`config.mk`:
```
export PLATFORM = sky130hd
export DESIGN_NAME = sync_counter_flat
export DESIGN_NICKNAME = d
export VERILOG_FILES = /design/src/rtl/sync_counter_if.sv /design/src/rtl/sync_counter.sv /design/src/flat_wrapper.sv
export SDC_FILE = /design/constraint.sdc
export NUM_CORES = 1
export LEC_CHECK = 0
export ABC_AREA = 1
export CORE_AREA = 2 2 39 41
export CTS_BUF_LIST = sky130_fd_sc_hd__clkbuf_4 sky130_fd_sc_hd__clkbuf_8
export DETAILED_ROUTE_END_ITERATION = 12
export DIE_AREA = 0 0 41 43
export MAX_ROUTING_LAYER = met4
export PLACE_DENSITY_LB_ADDON = 0.1
export SLEW_MARGIN = 20
export SYNTH_ARGS = -nofsm -noshare
export SYNTH_HDL_FRONTEND = slang
export SYNTH_SLANG_ARGS = --single-unit
```
`constraint.sdc`:
```
create_clock -name clk -period 1.35 [get_ports clk]
set_input_delay 0.27 -clock clk [delete_from_list [all_inputs] [get_ports clk]]
set_output_delay 0.27 -clock clk [all_outputs]
set_load 0.1 [all_outputs]
```
`src/rtl/sync_counter_if.sv`:
```
// ----------------------------------------------------------------------------
// sync_counter_if : count-enable / count / terminal-count bundle
// Rev 1.0
// ----------------------------------------------------------------------------
`default_nettype none

interface sync_counter_if #(
  parameter int WIDTH = 3
);
  logic             enable;
  logic [WIDTH-1:0] count;
  logic             tc;

  modport master (
    output enable,
    input  count,
    input  tc
  );

  modport slave (
    input  enable,
    output count,
    output tc
  );
endinterface

`default_nettype wire

```
`src/rtl/sync_counter.sv`:
```
// ----------------------------------------------------------------------------
// sync_counter : WIDTH-bit wrapping up-counter with enable, sync reset, tc
// Rev 1.0
// ----------------------------------------------------------------------------
`default_nettype none

module sync_counter #(
  parameter int WIDTH = 3
) (
  input  wire logic      clk,
  input  wire logic      reset,
  sync_counter_if.slave  bus
);

  localparam logic [WIDTH-1:0] c_ALL_ONES = {WIDTH{1'b1}};
  localparam logic [WIDTH-1:0] c_ONE      = {{(WIDTH-1){1'b0}}, 1'b1};

  // Declaration initialiser gives a defined zero before any reset pulse.
  logic [WIDTH-1:0] r_count = '0;
  logic [WIDTH-1:0] w_count_inc;
  logic             w_at_max;

  assign w_count_inc = r_count + c_ONE;
  assign w_at_max    = (r_count == c_ALL_ONES);

  always_ff @(posedge clk) begin
    if (reset) begin
      r_count <= '0;
    end else if (bus.enable) begin
      r_count <= w_count_inc;
    end
  end

  assign bus.count = r_count;
  assign bus.tc    = w_at_max & bus.enable & ~reset;

endmodule

`default_nettype wire

```
`src/flat_wrapper.sv`:
```
// flat-port wrapper written by rule: the top's interface ports become plain ports
module sync_counter_flat 
#(
  parameter int WIDTH = 3
)
  (clk, reset, bus_enable, bus_count, bus_tc);
  sync_counter_if #(.WIDTH(WIDTH)) bus_i ();
  input  wire logic clk;
  input  wire logic reset;
  input wire logic [$bits(bus_i.enable)-1:0] bus_enable;
  output wire logic [$bits(bus_i.count)-1:0] bus_count;
  output wire logic [$bits(bus_i.tc)-1:0] bus_tc;
  assign bus_i.enable = bus_enable;
  assign bus_count = bus_i.count;
  assign bus_tc = bus_i.tc;
  sync_counter #(.WIDTH(WIDTH)) u_core (.clk(clk), .reset(reset), .bus(bus_i));
endmodule
```
## Word-level counts from Yosys, hierarchy flattened

Cells that the tools add are included.

- $add $sub $neg: 1
- Multiply operators: 0
- Div/mod/pow operators: 0
- $lt $le $gt $ge: 0
- Eq/ne operators: 1
- Shifts and indexed selects: 0
- Mux-type cells: 0
- Bitwise operators: 3
- Reduce and logical (&&, ||, !) cells: 0

Operators with widths:

| cell | number |
|---|---|
| 3-bit by 1-bit adder with 3-bit output (second input constant) | 1 |
| 3-bit equality test (second input constant) | 1 |
| 1-bit AND | 2 |
| 1-bit NOT | 1 |

- Register bits after elaboration: 3
- Latch bits: 0
- Bits in writable memories: 0
- Memory bits (read-only): 0
- Input port bits: 3
- Output and inout port bits: 4
- Logic and storage cells: 6
- Memories: 0

## Logic depth before layout (Yosys ltp)

- Depth after elaboration: 3
- Gate-level depth with buffers: 6
- Mapped depth without buffers: 6

## Least setup slack after synthesis

No wires, ideal clock.

- Path kind: reg2out
- Start: register u_core.r_count[0], in the netlist u_core.bus.count[0]
- End: output port bus_tc
- Data arrival time: 2.684 ns
- Data required time: 1.080 ns
- Setup slack: -1.604 ns
- Stages on the path, launching flop included: 5
- Buffers on the path: 0
- Cell sequence: dfxtp_1 ha_1 ha_1 nand2_1 nor2_1

- Longest elaborated chain between the ends: 3

RTL lines:

| what | line | source |
|---|---|---|
| start: declaration | sync_counter.sv:19 | `logic [WIDTH-1:0] r_count = '0;` |
| start signal: assignment | sync_counter.sv:30 | `r_count <= w_count_inc;` |
| 3-bit equality test | sync_counter.sv:24 | `assign w_at_max = (r_count == c_ALL_ONES);` |
| 1-bit AND (2 in a row) | sync_counter.sv:35 | `assign bus.tc = w_at_max & bus.enable & ~reset;` |
| end: declaration | flat_wrapper.sv:12 | `output wire logic [$bits(bus_i.tc)-1:0] bus_tc;` |

No other way between the ends.

## Worst setup path in the final report

- Start: register u_core.r_count[1], in the netlist u_core.bus.count[1]
- End: output port bus_tc

Same word-level chain as after synthesis.

==> impl_metrics.tcl <==
set metrics [dict create \
    drv_slew 0 \
    rsz0062_at_grt "yes" \
    cts_tree "done" \
    multiInputGateArea_um2 118 \
    grt_pass1_vias 171 \
    holdWs_ns 0.526 \
    fmax_mhz 703 \
    crit_type "flop to primary output" \
    place.gp.congestion 0.622 \
    diodes 0 \
    yosys_warnings 0 \
    synthTopCellsByArea "dfxtp_1, nand2_1, nor2_1, ha_1, inv_1" \
    largest_reg_flops 3 \
    netlist.area_leader.share_pct 40.3 \
    cp_slowest_stage_delay_ns 0.35 \
    grt_first_pass_wirelength_um 621 \
    grt_use_total_pct 5.86 \
    cp-start-kind "flop" \
    dr.pass1.iters 4 \
    tns_ns -0.0731 \
    finClkSkew_ns 0.00322 \
    crit_required_ns 1.08 \
    leakage_nw 0.170 \
    tightest_slew_ns 0.143 \
    wl_per_cell_um 7.67 \
    die_w_um 41 \
    core_um2 1380 \
    failed_checks "negative setup slack" \
    path_clk_slew_ns 0.04 \
    critPathTopFamily "flip-flops" \
    clk-insertion-delay-late_ns 0.23 \
    critPathBufInv 1 \
    drive_gt1_share_pct 51.4 \
    htree_levels 1 \
    postLayoutCellArea_um2 373 \
    seq_area_um2 71.3 \
    synthesis.area_um2 149 \
    io_pins 7 \
    worstPathArrival_ns 1.15 \
    root_buffer "clkbuf_4" \
    place_inst 45 \
    wirelength_um 391 \
    max_slew_margin_pct 90.5 \
    synth.distinct_cells 5 \
    setup_viol 1 \
    num_vias 178 \
    start_util_pct 10.8 \
    setup_slack_ns -0.0731 \
    port_buffers 6 \
    vdd_drop_max_mv 0.395 \
    cp-end-kind "primary output" \
    hold_viol_final 0 \
    final_cell_mix "nor2_1, nand2_1, clkbuf_4, buf_12" \
    ys_seq_area_share_pct 40.3 \
    drc 0 \
    via_per_inst 3.49 \
    synthCells 22 \
    die_height_um 43 \
    hp-class "flop to flop" \
    syn_avg_cell_area_um2 6.77 \
    syn_nets 27 \
    min_period_over_period_pct 105 \
    clkSinkCount 3 \
    fin_cells 51 \
    num_rows 14 \
    antenna_found_initial 0 \
    crit_chain "ha_4 > ha_4 > nand2_4 > nor2_4 > buf_12" \
    grt_max_degree 7 \
    initialDrtViolationCount 4 \
    synth_area_leader_cell "dfxtp_1" \
    cpMaxStageDelayCell "dfxtp_4" \
    area_delta_synth_final_pct 150 \
    drtAntennaViolNets 0 \
    p_per_area_nw_per_um2 1100 \
    cts_buffer_depth 2 \
    hpwl_um 267 \
    yosys_register_bits 3 \
    overflow 0 \
    fin_nets 41 \
    final.min_clock_period_ns 1.42 \
    numCtsBuffers 3 \
    status "finished, violations left" \
    maxCapViolations 0 \
    crit_fanout 2 \
    crit_top_cell "ha_4" \
    place_area_um2 323 \
    dieArea_um2 1760 \
    fillers 160 \
]
==> synthesized netlist by cell type <==
library cell,n
dfxtp_1,3
nand2_1,7
nor2_1,7
inv_1,3
ha_1,2
==> worst paths after layout <==
path                                           from                  end  slack, ns  depth (start not counted)
worst max-delay path            u_core.bus.count[1]               bus_tc      -0.07                          5
worst min-delay path            u_core.bus.count[2]  u_core.bus.count[2]       0.53                          2
worst max register to register  u_core.bus.count[0]  u_core.bus.count[2]       0.35                          6
worst min register to register  u_core.bus.count[2]  u_core.bus.count[2]       0.53                          2
==> timing repair <==
item	in CTS	in global routing
pin swaps	1	0
gates resized for setup	1	0
hold buffers	0	0
endpoints found under the setup margin	1	1
cloned	0	0
buffers inserted	2	0
==> metal layers <==
metal  GRT usage, %  part of all wire [%]  vias up  routed length, µm
li1               -                     -       91                  -
met1           5.13                    36       78                139
met2           8.13                    54        9                212
met3           6.28                    10        0                 39
met4           2.00                     0        0                  0
met5              -                     0        -                  0
==> per-stage QoR <==
step / total power [mW] / utilization, % / setup slack (ns)
after floorplan: 0.180 / - / -0.296
after global placement: 0.230 / 23.3 / -0.0639
after detailed placement: 0.230 / 23.3 / -0.0563
after CTS: 0.420 / 26.9 / -0.0865
after global routing: 0.441 / 26.9 / -0.120
final: 0.411 / 26.9 / -0.0731
==> cell type report <==
| cell class | instances | area share (%) |
|---|---|---|
| multi-input cells | 16 | 31.5 |
| well taps | 16 | 5.37 |
| repair buffers | 9 | 32.9 |
| flip-flops and latches | 3 | 19.1 |
| inverters | 3 | 3.02 |
| clock buffers | 4 | 8.05 |
==> kinds of logic after synthesis <==
logic type / after synthesis / synth area share, %
adder cells (fa/ha/maj): 2 / 16.8
buffers and inverters: 3 / 7.56
flip-flops: 3 / 40.3
AND/OR/NAND/NOR: 14 / 35.3
==> power by group <==
part           internal, mW  switching, mW  total (mW)
Clock                 0.131         0.0446       0.175
Combinational        0.0522         0.0784       0.131
Sequential           0.0959        0.00930       0.105
==> worst min-delay path, cell delays in order (launching register included) <==
cell and delay (ns):
dfxtp_4 0.36, nor2_1 0.09, nor2_1 0.05
Note: power is estimated with default switching activity, not from simulation.
